<file path="src/rtl/ssd_pkg.sv">
// Shared constants and the hex-to-segment decode for the seven-segment scan controller.
package ssd_pkg;

  localparam int unsigned MAX_DIGITS = 8;

  // Cathodes and anodes are active-low, so "all ones" is dark.
  localparam logic [6:0] SEG_BLANK = 7'h7F;
  localparam logic [MAX_DIGITS-1:0] ANODE_OFF = {MAX_DIGITS{1'b1}};

  // Returns active-low {Ca,Cb,Cc,Cd,Ce,Cf,Cg} for one hex nibble.
  function automatic logic [6:0] hex2seg(input logic [3:0] nib);
    logic [6:0] seg;
    unique case (nib)
      4'h0: seg = 7'b0000001;
      4'h1: seg = 7'b1001111;
      4'h2: seg = 7'b0010010;
      4'h3: seg = 7'b0000110;
      4'h4: seg = 7'b1001100;
      4'h5: seg = 7'b0100100;
      4'h6: seg = 7'b0100000;
      4'h7: seg = 7'b0001111;
      4'h8: seg = 7'b0000000;
      4'h9: seg = 7'b0000100;
      4'hA: seg = 7'b0001000;
      4'hB: seg = 7'b1100000;
      4'hC: seg = 7'b0110001;
      4'hD: seg = 7'b1000010;
      4'hE: seg = 7'b0110000;
      4'hF: seg = 7'b0111000;
      default: seg = SEG_BLANK;
    endcase
    return seg;
  endfunction

endpackage

</file>
<file path="src/rtl/ssd_tick_gen.sv">
// Free-running W-bit counter; tick_o marks the all-ones (wrap) state, msb_o is the top bit.
module ssd_tick_gen #(
  parameter int unsigned W = 18
) (
  input  logic clk_i,
  input  logic rst_i,
  output logic tick_o,
  output logic msb_o
);

  logic [W-1:0] cnt_q, cnt_d;

  always_comb begin
    cnt_d = cnt_q + W'(1);
  end

  always_ff @(posedge clk_i or posedge rst_i) begin
    if (rst_i) begin
      cnt_q <= '0;
    end else begin
      cnt_q <= cnt_d;
    end
  end

  always_comb begin
    tick_o = &cnt_q;
    msb_o  = cnt_q[W-1];
  end

endmodule

</file>
<file path="src/rtl/ssd_scan_ctrl.sv">
// N-digit multiplexed seven-segment driver with frame-synchronous staged updates.
// Optional build macro: SSD_LEADING_ZERO_BLANK_EN suppresses leading zero digits.
module ssd_scan_ctrl
  import ssd_pkg::*;
#(
  parameter int unsigned NUM_DIGITS  = 8,
  parameter int unsigned SCAN_CNT_W  = 18,
  parameter int unsigned BLINK_CNT_W = 26,
  localparam int unsigned IDX_W = (NUM_DIGITS > 1) ? $clog2(NUM_DIGITS) : 1
) (
  input  logic                    Clk,
  input  logic                    reset,
  input  logic [4*NUM_DIGITS-1:0] digits_in,
  input  logic [NUM_DIGITS-1:0]   dp_in,
  input  logic [NUM_DIGITS-1:0]   blank_in,
  input  logic [NUM_DIGITS-1:0]   blink_in,
  input  logic                    load,
  output logic                    load_ack,
  output logic [NUM_DIGITS-1:0]   anodes,
  output logic [6:0]              cathodes,
  output logic                    dp_n,
  output logic [IDX_W-1:0]        digit_idx
);

  localparam logic [NUM_DIGITS-1:0] AnOff = ANODE_OFF[NUM_DIGITS-1:0];

  logic scan_tick, blink_off, unused_scan_msb, unused_blink_wrap;

  ssd_tick_gen #(.W(SCAN_CNT_W)) u_scan_prescaler (
    .clk_i  (Clk),
    .rst_i  (reset),
    .tick_o (scan_tick),
    .msb_o  (unused_scan_msb)
  );

  ssd_tick_gen #(.W(BLINK_CNT_W)) u_blink_counter (
    .clk_i  (Clk),
    .rst_i  (reset),
    .tick_o (unused_blink_wrap),
    .msb_o  (blink_off)
  );

  logic [IDX_W-1:0]        idx_q, idx_d;
  logic                    pend_q, pend_d;
  logic                    ack_q, ack_d;
  logic [4*NUM_DIGITS-1:0] stg_dig_q, stg_dig_d, act_dig_q, act_dig_d;
  logic [NUM_DIGITS-1:0]   stg_dp_q, stg_dp_d, act_dp_q, act_dp_d;
  logic [NUM_DIGITS-1:0]   stg_blank_q, stg_blank_d, act_blank_q, act_blank_d;
  logic [NUM_DIGITS-1:0]   stg_blink_q, stg_blink_d, act_blink_q, act_blink_d;
  logic [NUM_DIGITS-1:0]   an_q, an_d;
  logic [6:0]              ca_q, ca_d;
  logic                    dpn_q, dpn_d;

  logic                    frame_tick, commit;
  logic [NUM_DIGITS-1:0]   lz_blank, onehot;
  logic                    off;

  // Staging, commit and scan position.
  always_comb begin
    frame_tick = scan_tick & (idx_q == IDX_W'(NUM_DIGITS - 1));
    commit     = frame_tick & (pend_q | load);

    idx_d = idx_q;
    if (scan_tick) begin
      idx_d = frame_tick ? '0 : idx_q + IDX_W'(1);
    end

    stg_dig_d   = stg_dig_q;
    stg_dp_d    = stg_dp_q;
    stg_blank_d = stg_blank_q;
    stg_blink_d = stg_blink_q;
    if (load) begin
      stg_dig_d   = digits_in;
      stg_dp_d    = dp_in;
      stg_blank_d = blank_in;
      stg_blink_d = blink_in;
    end

    // A load landing on the commit tick bypasses staging straight into the active set.
    act_dig_d   = act_dig_q;
    act_dp_d    = act_dp_q;
    act_blank_d = act_blank_q;
    act_blink_d = act_blink_q;
    if (commit) begin
      act_dig_d   = load ? digits_in : stg_dig_q;
      act_dp_d    = load ? dp_in     : stg_dp_q;
      act_blank_d = load ? blank_in  : stg_blank_q;
      act_blink_d = load ? blink_in  : stg_blink_q;
    end

    pend_d = pend_q;
    if (frame_tick) begin
      pend_d = 1'b0;
    end else if (load) begin
      pend_d = 1'b1;
    end

    ack_d = commit;
  end

`ifdef SSD_LEADING_ZERO_BLANK_EN
  logic zero_above;

  always_comb begin
    lz_blank   = '0;
    zero_above = 1'b1;
    for (int i = NUM_DIGITS - 1; i >= 1; i--) begin
      zero_above  = zero_above & (act_dig_q[4*i +: 4] == 4'h0);
      lz_blank[i] = zero_above;
    end
  end
`else
  always_comb begin
    lz_blank = '0;
  end
`endif

  // Output decode for the digit currently being scanned.
  always_comb begin
    onehot        = '0;
    onehot[idx_q] = 1'b1;
    off = act_blank_q[idx_q] | (act_blink_q[idx_q] & blink_off) | lz_blank[idx_q];
    if (off) begin
      an_d  = AnOff;
      ca_d  = SEG_BLANK;
      dpn_d = 1'b1;
    end else begin
      an_d  = ~onehot;
      ca_d  = hex2seg(act_dig_q[{idx_q, 2'b00} +: 4]);
      dpn_d = ~act_dp_q[idx_q];
    end
  end

  always_ff @(posedge Clk or posedge reset) begin
    if (reset) begin
      idx_q       <= '0;
      pend_q      <= 1'b0;
      ack_q       <= 1'b0;
      stg_dig_q   <= '0;
      stg_dp_q    <= '0;
      stg_blank_q <= '1;
      stg_blink_q <= '0;
      act_dig_q   <= '0;
      act_dp_q    <= '0;
      act_blank_q <= '1;
      act_blink_q <= '0;
      an_q        <= AnOff;
      ca_q        <= SEG_BLANK;
      dpn_q       <= 1'b1;
    end else begin
      idx_q       <= idx_d;
      pend_q      <= pend_d;
      ack_q       <= ack_d;
      stg_dig_q   <= stg_dig_d;
      stg_dp_q    <= stg_dp_d;
      stg_blank_q <= stg_blank_d;
      stg_blink_q <= stg_blink_d;
      act_dig_q   <= act_dig_d;
      act_dp_q    <= act_dp_d;
      act_blank_q <= act_blank_d;
      act_blink_q <= act_blink_d;
      an_q        <= an_d;
      ca_q        <= ca_d;
      dpn_q       <= dpn_d;
    end
  end

  always_comb begin
    load_ack  = ack_q;
    anodes    = an_q;
    cathodes  = ca_q;
    dp_n      = dpn_q;
    digit_idx = idx_q;
  end

endmodule

</file>
<file path="config.mk">
export PLATFORM = sky130hd
export DESIGN_NAME = ssd_scan_ctrl
export DESIGN_NICKNAME = d
export VERILOG_FILES = /design/src/rtl/ssd_pkg.sv /design/src/rtl/ssd_tick_gen.sv /design/src/rtl/ssd_scan_ctrl.sv
export SDC_FILE = /design/constraint.sdc
export NUM_CORES = 1
export LEC_CHECK = 0
export BUFFER_PORTS_ARGS = -buffer_cell sky130_fd_sc_hd__buf_4
export CORE_MARGIN = 8
export CORE_UTILIZATION = 61
export DETAILED_ROUTE_END_ITERATION = 10
export PLACE_DENSITY = 0.82
export SLEW_MARGIN = 25
export SYNTH_ARGS = -nofsm -noshare
export SYNTH_HDL_FRONTEND = slang
export SYNTH_HIERARCHICAL = 1
export SYNTH_SLANG_ARGS = --single-unit
</file>
<file path="constraint.sdc">
create_clock -name Clk -period 5.7 [get_ports Clk]
set_input_delay 0.57 -clock Clk [delete_from_list [all_inputs] [get_ports Clk]]
set_output_delay 0.57 -clock Clk [all_outputs]
set_load 0.03 [all_outputs]
</file>
==> results.json, run 1 <==
{
  "timing.fmax_mhz": 336.7,
  "p_sw_w": 0.0005430,
  "tightest_slew_ns": 0.9749,
  "finalHoldViolCount": 0,
  "avgViaCountPerCell": 5.562,
  "first_pass_iters": 4,
  "tns_ns": 0,
  "post-cts-setup-buffers": 0,
  "cts_resized": 0,
  "rows": 41,
  "routed_wl_um": 14160,
  "post-dp-hpwl_um": 9666,
  "clockRootBuffer": "clkbuf_16",
  "run_status": "finished clean",
  "cts_hold_buf": 0,
  "relSlewSlack_pct": 34.41,
  "drt-met1-wl_um": 6054,
  "die_w_um": 127.8,
  "clk_pin_slew_ns": 0.07,
  "power_frac_clock_pct": 45.6,
  "pwr-share-comb_pct": 4.7,
  "antenna_found_initial": 0,
  "grt_pass1_wl_um": 23820,
  "reg2reg_slack_ns": 2.73,
  "route.top_layer_used": "met4",
  "fin_util_pct": 71.87,
  "grtUsageTotal_pct": 18.62,
  "rr_startpoint": "digit_idx[1]",
  "skew_ns": 0.004555,
  "nNetsFinal": 683,
  "powerDensity_mw_per_mm2": 295.4,
  "grt_setup_unrepaired": "false",
  "crit_fanout": 23,
  "route.detailed.drc": 0,
  "reg2reg_depth": 7,
  "cts-buffers-inserted": 17,
  "cap_violations": 0,
  "fin_area_mm2": 0.008922,
  "cp-end-kind": "flip-flop",
  "slew_violations": 0,
  "yosysWarnings": 6,
  "met3_length_um": 710,
  "routabilityCongestion": 0.7977,
  "hold_class": "primary input to async pin",
  "fp.coreArea_mm2": 0.01241,
  "vias": 4444,
  "arrival_ns": 3.29,
  "htreeDepth": 4,
  "initial_utilization_pct": 61.46,
  "drive_gt1_share_pct": 45.45,
  "syn2layout_area_growth_pct": 16.94,
  "cts_tree": "yes",
  "crit_end": "cathodes[6]",
  "switching_share_pct": 20.60,
  "r2r-end": "cathodes[6]",
  "final.period_utilization_pct": 52.10,
  "n_antenna_cell": 0,
  "irDropWorstVdd_mv": 0.1765,
  "gr-total-overflow": 0,
  "avgRoutedWirePerCell_um": 17.72,
  "power_frac_seq_pct": 49.7,
  "setup_viol": 0,
  "p_int_w": 0.002093,
  "syn_area_mm2": 0.007630,
  "syn_avg_cell_area_um2": 14.21,
  "drtIter0Drc": 209,
  "ant_nets": 0,
  "cp.required_ns": 6.02,
  "met2_length_um": 7158,
  "io-pin-count": 79,
  "dieArea_mm2": 0.01634,
  "synthesis.nets": 606,
  "placed_area_mm2": 0.008305,
  "grt_pass1_vias": 4723,
  "min_period_ns": 2.970,
  "grt_max_degree": 73,
  "criticalPathCategory": "flip-flop to flip-flop",
  "cts_num_sinks": 177,
  "cp-startpoint": "digit_idx[1]",
  "cp-start-kind": "flip-flop",
  "clock_latency_ns": 0.42,
  "die_y_um": 127.8,
  "clk_path_buf_depth": 2,
  "p_leak_nw": 4.209,
  "synthCells": 537,
  "port_buffers": 78
}
[power by group through the flow]
| stage | sequential, W | clock, W | combinational, W |
|---|---|---|---|
| after floorplan | 0.00133 | 0 | 0.0000736 |
| after global placement | 0.00133 | 0 | 0.000121 |
| after detailed placement | 0.00133 | 0 | 0.000126 |
| after CTS | 0.00131 | 0.00122 | 0.000127 |
| after global routing | 0.00131 | 0.00128 | 0.000137 |
| final | 0.00131 | 0.00120 | 0.000123 |
[flip-flops by register name (all words and copies together) (netlist names)]
name,cells
act_blank_q,8
act_blink_q,8
act_dig_q,32
act_dp_q,8
anodes,8
cathodes,7
digit_idx,3
dp_n,1
load_ack,1
pend_q,1
stg_blank_q,8
stg_blink_q,8
stg_dig_q,32
stg_dp_q,8
u_blink_counter/cnt_q,26
u_scan_prescaler/cnt_q,18
[worst min path at each step]
| stage | endpoint | slack [ns] | depth (start not counted) |
|---|---|---|---|
| after floorplan | u_scan_prescaler/cnt_q[0] | 0.44 | 1 |
| final | u_blink_counter/cnt_q[17] | 0.22 | 2 |
| after detailed placement | u_scan_prescaler/cnt_q[0] | 0.46 | 1 |
| after CTS | u_scan_prescaler/cnt_q[2] | 0.29 | 2 |
| after global placement | u_scan_prescaler/cnt_q[0] | 0.45 | 1 |
| after global routing | u_blink_counter/cnt_q[14] | 0.27 | 2 |
[worst max-delay path, stage by stage (launching register included)]
cell      delay [ns]
dfrtp_1         0.97
mux4_2          0.59
mux2i_1         0.45
inv_1           0.17
ha_1            0.29
o21a_1          0.13
o21ai_0         0.16
nand4b_1        0.11
[cells in the final DEF (no fill, tap or decap), types with 2 or more instances in the layout]
cell and count:
nand4_1 8, a22oi_1 2, nand3_1 31, nand2b_1 3
mux4_2 6, clkinvlp_4 2, inv_1 12, dfrtp_1 145
ha_1 10, xor2_1 19, nand2_1 19, mux2i_1 16
and3_1 3, and4_1 2, nor4_4 2, bufinv_16 4
xnor2_1 21, clkbuf_16 17, a22o_1 2, o211ai_1 3
nor2_1 10, nor3_1 12, o211ai_2 2, and2_1 2
buf_4 82, nor2b_1 5, o221ai_1 2, clkinv_4 2
mux2_2 115, a21oi_1 2, dfstp_2 32, clkinv_2 6
[routing by layer]
layer / GRT usage [%] / vias to the layer above
met5: 0 / -
met4: 7.273 / 0
met3: 4.451 / 24
met2: 30.93 / 92
met1: 23.08 / 2264
li1: - / 2064
[through the flow]
stage          instances  total power (W)  hold WS (ns)  setup slack, ns
4_1_cts              799         0.002657        0.2899            2.741
3_5_place_dp         767         0.001459        0.4591            2.712
2_1_floorplan        537         0.001402        0.4366            1.629
6_report             799         0.002636        0.2217            2.730
5_1_grt              799         0.002726        0.2670            2.519
3_3_place_gp         767         0.001452        0.4517            2.813
[cell type report]
class	instances	area, µm²
clock buffers	17	425.4
clock inverters	15	191.4
fillers	842	3492
inverters	14	55.05
multi-input cells	322	2950
flip-flops and latches	177	4469
well taps	172	215.2
repair buffers	82	615.6
Power figures use the tool's default switching activity.
==> run 2, diff against run 1 <==
--- a/config.mk
+++ b/config.mk
@@ -5,11 +5,12 @@
 export SDC_FILE = /design/constraint.sdc
 export NUM_CORES = 1
 export LEC_CHECK = 0
+export ABC_AREA = 1
 export BUFFER_PORTS_ARGS = -buffer_cell sky130_fd_sc_hd__buf_4
 export CORE_MARGIN = 8
-export CORE_UTILIZATION = 61
+export CORE_UTILIZATION = 53
 export DETAILED_ROUTE_END_ITERATION = 10
-export PLACE_DENSITY = 0.82
+export PLACE_DENSITY = 0.76
 export SLEW_MARGIN = 25
 export SYNTH_ARGS = -nofsm -noshare
 export SYNTH_HDL_FRONTEND = slang
==> constraint.sdc (replaced) <==
create_clock -name Clk -period 2.44 [get_ports Clk]
set_input_delay 0.244 -clock Clk [delete_from_list [all_inputs] [get_ports Clk]]
set_output_delay 0.244 -clock Clk [all_outputs]
set_load 0.03 [all_outputs]
==> results.json, run 2 <==
{
  "run_status": "finished clean",
  "power_w": 0.006704,
  "routed_wl_um": 17560,
  "reg2reg_depth": 12,
  "drive_gt1_share_pct": 18.58,
  "hold_class": "primary input to flip-flop",
  "synthesis.nets": 1018,
  "io-pin-count": 79,
  "final.period_utilization_pct": 86.28,
  "setup_viol": 0,
  "synthCells": 949,
  "clock_latency_ns": 0.44,
  "layout_common_cells": "386 x nand2_1, 145 x dfrtp_1, 95 x nor2_1",
  "layout_commonest_cell": "nand2_1",
  "initial_utilization_pct": 53.54,
  "vias": 6286,
  "cp-end-kind": "flip-flop",
  "arrival_ns": 2.47,
  "fillerInstances": 1239,
  "r2r-end": "act_dp_q[5]",
  "criticalPathCategory": "flip-flop to flip-flop",
  "crit_path_top_delay_cell": "dfrtp_1",
  "clockRootBuffer": "clkbuf_16",
  "whs_path_depth": 3,
  "route.detailed.drc": 0,
  "post-dp-hpwl_um": 12430,
  "grt_pass1_vias": 6286,
  "min_period_ns": 2.105,
  "die_w_um": 139.2,
  "drtIter0Drc": 396,
  "gr-total-overflow": 0,
  "cp-start-kind": "flip-flop",
  "avgViaCountPerCell": 5.123,
  "fin_util_pct": 63.11,
  "grt_max_degree": 70,
  "skew_ns": 0.008639,
  "cts_num_sinks": 177,
  "syn_area_mm2": 0.008049,
  "grt_setup_unrepaired": "false",
  "dieArea_mm2": 0.01939,
  "first_pass_iters": 5,
  "tns_ns": 0,
  "cp.required_ns": 2.80,
  "fp.coreArea_mm2": 0.01503,
  "powerDensity_mw_per_mm2": 706.5,
  "crit_fanout": 69,
  "critical_path.cell_chain": "ha_1, nand2_2, nor2_4, nand2_4, nor2_2, nand3_2, nor2_4, nand2_1, nor2_4, buf_12, nor2_1, a31oi_1",
  "nNetsFinal": 1095,
  "antenna_found_initial": 0,
  "finalHoldViolCount": 0,
  "rows": 45,
  "holdPathEnd": "stg_dig_q[27]",
  "reg2reg_slack_ns": 0.33,
  "port_buffers": 78,
  "p_leak_nw": 4.675,
  "cts-buffers-inserted": 17,
  "clk_pin_slew_ns": 0.07,
  "cts_tree": "yes",
  "holdWs_ns": 0.03609,
  "slew_violations": 0,
  "cpPeakStageDelay_ns": 0.38,
  "reg_top3": "act_dig_q (32), stg_dig_q (32), u_blink_counter/cnt_q (26)",
  "avgRoutedWirePerCell_um": 14.31,
  "syn2layout_area_growth_pct": 17.88,
  "grt_pass1_wl_um": 30240,
  "n_antenna_cell": 0,
  "routabilityCongestion": 0.8418,
  "tightest_slew_ns": 0.6557,
  "fin_cells": 1227,
  "dp.cells": 1194,
  "yosysWarnings": 6,
  "ant_nets": 0,
  "cap_violations": 0,
  "rr_startpoint": "u_scan_prescaler/cnt_q[1]",
  "irDropWorstVdd_mv": 0.5200,
  "timing.fmax_mhz": 475.0,
  "syn_avg_cell_area_um2": 8.482,
  "die_y_um": 139.2,
  "hp-start": "digits_in[27]",
  "path_common_cell": "nor2_4",
  "clk_path_buf_depth": 2,
  "relSlewSlack_pct": 56.24,
  "htreeDepth": 4,
  "grtUsageTotal_pct": 19.29
}
==> run 2: worst max-delay path by stage <==
stage | from | to | slack (ns) | cells after the start
2_1_floorplan | digit_idx[0] | cathodes[3] | 0.38 | 17
3_3_place_gp | u_scan_prescaler/cnt_q[1] | act_dig_q[5] | 0.34 | 12
3_5_place_dp | u_scan_prescaler/cnt_q[1] | act_dp_q[0] | 0.24 | 12
4_1_cts | u_scan_prescaler/cnt_q[1] | act_dig_q[23] | 0.23 | 12
5_1_grt | u_scan_prescaler/cnt_q[1] | act_dp_q[0] | 0.08 | 12
6_report | u_scan_prescaler/cnt_q[1] | act_dp_q[5] | 0.33 | 12
==> run 2: worst max-delay path: cells and delay by family (launching register included) <==
family | cells | cell delay (ns)
adder cells (fa/ha/maj) | 1 | 0.22
AO/OA/AOI/OAI | 1 | 0.14
AND/OR/NAND/NOR | 9 | 0.99
flip-flops | 1 | 0.38
buffers and inverters | 1 | 0.28
==> run 2: per-stage QoR <==
step	area, µm²	worst slack [ns]
finish	9488	0.3349
global route	9488	0.07971
CTS	9483	0.2348
detailed placement	8817	0.2413
global placement	8817	0.3450
floorplan	8053	0.3762
==> run 2: final cells by class <==
class,count,area [µm²],share of cell area (%)
tap,188,235.2,2.479
multi-input combinational,683,3171,33.42
clock buffer,18,429.2,4.523
timing repair buffer,93,750.7,7.912
inverter,54,206.4,2.176
clock inverter,14,226.5,2.387
sequential,177,4469,47.11
==> run 2: routing by layer <==
metal	vias up	GRT usage, %	share of wire (%)
met3	23	4.275	4.8
met2	146	31.79	49
met5	-	0	0
met1	2974	24.58	45
li1	3143	-	-
met4	0	6.990	1.5
==> run 2: report_power, final <==
| group | switching, W | leakage, nW | internal (W) |
|---|---|---|---|
| combinational | 0.000320 | 2.21 | 0.000193 |
| sequential | 0.0000612 | 2.16 | 0.00312 |
| clock | 0.00118 | 0.312 | 0.00183 |
| total | 0.00156 | 4.67 | 0.00514 |
==> run 2: repair_timing <==
item | in CTS | in global routing
hold endpoints to repair | 63 | 0
hold buffers | 1 | 0
gates resized for setup | 0 | 1
buffers inserted | 0 | 0
endpoints found under the setup margin | 0 | 1
==> run 3, diff against run 2 <==
--- a/config.mk
+++ b/config.mk
@@ -8,9 +8,9 @@
 export ABC_AREA = 1
 export BUFFER_PORTS_ARGS = -buffer_cell sky130_fd_sc_hd__buf_4
 export CORE_MARGIN = 8
-export CORE_UTILIZATION = 53
+export CORE_UTILIZATION = 59
 export DETAILED_ROUTE_END_ITERATION = 10
-export PLACE_DENSITY = 0.76
+export PLACE_DENSITY = 0.8
 export SLEW_MARGIN = 25
 export SYNTH_ARGS = -nofsm -noshare
 export SYNTH_HDL_FRONTEND = slang
==> constraint.sdc (replaced) <==
create_clock -name Clk -period 2.1 [get_ports Clk]
set_input_delay 0.21 -clock Clk [delete_from_list [all_inputs] [get_ports Clk]]
set_output_delay 0.21 -clock Clk [all_outputs]
set_load 0.03 [all_outputs]
==> results.json, run 3 (synthesis results as in run 2) <==
{
  "grt_pass1_wl_um": 30100,
  "setup_viol": 0,
  "crit_end": "act_blink_q[1]",
  "reg2reg_depth": 12,
  "run_status": "finished clean",
  "cp-start-kind": "flip-flop",
  "p_int_w": 0.005859,
  "rows": 42,
  "criticalPathCategory": "flip-flop to flip-flop",
  "pwr-share-comb_pct": 7.9,
  "clk_path_buf_depth": 2,
  "routed_wl_um": 18680,
  "die_w_um": 132.8,
  "cp-end-kind": "flip-flop",
  "fin_area_mm2": 0.009648,
  "nNetsFinal": 1108,
  "htreeDepth": 4,
  "power_frac_seq_pct": 48.2,
  "p_leak_nw": 4.752,
  "reg_top3": "act_dig_q (32), stg_dig_q (32), u_blink_counter/cnt_q (26)",
  "power_w": 0.007671,
  "grt_util_met1_pct": 26.71,
  "cap_violations": 0,
  "placed_area_mm2": 0.008845,
  "relSlewSlack_pct": 56.68,
  "avgRoutedWirePerCell_um": 15.21,
  "clk_pin_slew_ns": 0.07,
  "routabilityCongestion": 0.8704,
  "die_y_um": 132.8,
  "grt_util_met2_pct": 35.14,
  "timing.fmax_mhz": 496.2,
  "crit_path_top_delay_cell": "dfrtp_1",
  "initial_utilization_pct": 60.54,
  "layout_common_cells": "385 x nand2_1, 143 x dfrtp_1, 95 x nor2_1",
  "rr_startpoint": "u_scan_prescaler/cnt_q[0]",
  "grt_max_degree": 72,
  "port_buffers": 78,
  "io-pin-count": 79,
  "finalHoldViolCount": 0,
  "path_common_cell": "nor2_4",
  "final.period_utilization_pct": 95.97,
  "dieArea_mm2": 0.01764,
  "cpPeakStageDelay_ns": 0.41,
  "antenna_found_initial": 0,
  "syn2layout_area_growth_pct": 19.87,
  "grtUsageTotal_pct": 21.03,
  "powerDensity_mw_per_mm2": 795.1,
  "cts_num_sinks": 177,
  "n_antenna_cell": 0,
  "grt.busiest_layer": "met2",
  "holdWs_ns": 0.005224,
  "drive_gt1_share_pct": 19.96,
  "drtIter0Drc": 586,
  "p_sw_w": 0.001813,
  "min_period_ns": 2.015,
  "globalRouteMet3Util_pct": 4.807,
  "cp-startpoint": "u_scan_prescaler/cnt_q[0]",
  "power_frac_clock_pct": 43.9,
  "layout_commonest_cell": "nand2_1",
  "tightest_slew_ns": 0.6491,
  "skew_ns": 0.006920,
  "first_pass_iters": 5,
  "r2r-end": "act_blink_q[1]",
  "slew_violations": 0,
  "arrival_ns": 2.33,
  "grt_pass1_vias": 6257,
  "fillerInstances": 1017,
  "cp.required_ns": 2.41,
  "post-dp-hpwl_um": 12240,
  "cts_tree": "yes",
  "irDropWorstVdd_mv": 0.7924,
  "route.detailed.drc": 0,
  "crit_fanout": 15,
  "hold_class": "primary input to flip-flop",
  "avgViaCountPerCell": 5.265,
  "critical_path.cell_chain": "ha_4, nand2_2, nor2_4, nand2_4, nor2_4, nand3_2, nor2_4, nand2_2, nor2_4, buf_4, clkbuf_16, a31oi_1",
  "gr-total-overflow": 0,
  "switching_share_pct": 23.63,
  "reg2reg_slack_ns": 0.08,
  "clock_latency_ns": 0.44,
  "fp.coreArea_mm2": 0.01330,
  "clockRootBuffer": "clkbuf_16",
  "fin_util_pct": 72.57,
  "cts-buffers-inserted": 17,
  "ant_nets": 0,
  "vias": 6466
}
## run 3: worst max-delay path: cells and delay by family (launching register included)
kind | cells | cell delay (ns)
DFF | 1 | 0.41
AOI/OAI and AO/OA | 1 | 0.09
buffers and inverters | 2 | 0.36
adders and majority gates | 1 | 0.17
and+or+nand+nor | 8 | 0.87
## run 3: cell type report
class                      count  area (µm²)  area share (%)
sequential                   177        4472           46.35
multi-input combinational    683        3191           33.07
timing repair buffer         106       925.9           9.597
clock buffer                  17       425.4           4.409
tap                          176       220.2           2.282
inverter                      54       209.0           2.166
clock inverter                15       205.2           2.127
## run 3: power by group through the flow
| stage | logic [W] | registers [W] | clock network, W |
|---|---|---|---|
| after global routing | 0.000687 | 0.00371 | 0.00354 |
| after detailed placement | 0.000593 | 0.00375 | 0 |
| after global placement | 0.000576 | 0.00375 | 0 |
| final | 0.000605 | 0.00370 | 0.00337 |
| after CTS | 0.000604 | 0.00370 | 0.00340 |
| after floorplan | 0.000340 | 0.00377 | 0 |
## run 3: per-layer routing
metal / part of all wire, % / vias to the layer above
met2: 51 / 170
met3: 4.5 / 23
met5: 0 / -
met4: 1.2 / 0
met1: 44 / 3107
li1: - / 3166
## run 3: what timing repair did
| action | 4_1_cts | 5_1_grt |
|---|---|---|
| endpoints found under the hold margin | 67 | 0 |
| hold buffers | 2 | 0 |
| buffers inserted | 0 | 4 |
| setup endpoints to repair | 0 | 67 |
| resized for setup | 0 | 10 |
## run 3: worst min path at each step
stage,start,to,slack [ns],cells past startpoint
floorplan,reset,u_scan_prescaler/cnt_q[0],0.15,1
global placement,reset,stg_dig_q[7],0.32,2
detailed placement,reset,act_dig_q[7],0.32,2
CTS,blank_in[4],stg_blank_q[4],0.0007,3
global route,digits_in[5],stg_dig_q[5],0.005,3
finish,digits_in[11],stg_dig_q[11],0.005,3
## run 3: stage by stage
step,std cells,worst slack [ns],TNS [ns]
detailed placement,1186,0.06726,0
finish,1228,0.08473,0
floorplan,949,0.03616,0
CTS,1220,0.002980,0
global route,1228,-0.03254,-0.4506
global placement,1186,0.1792,0
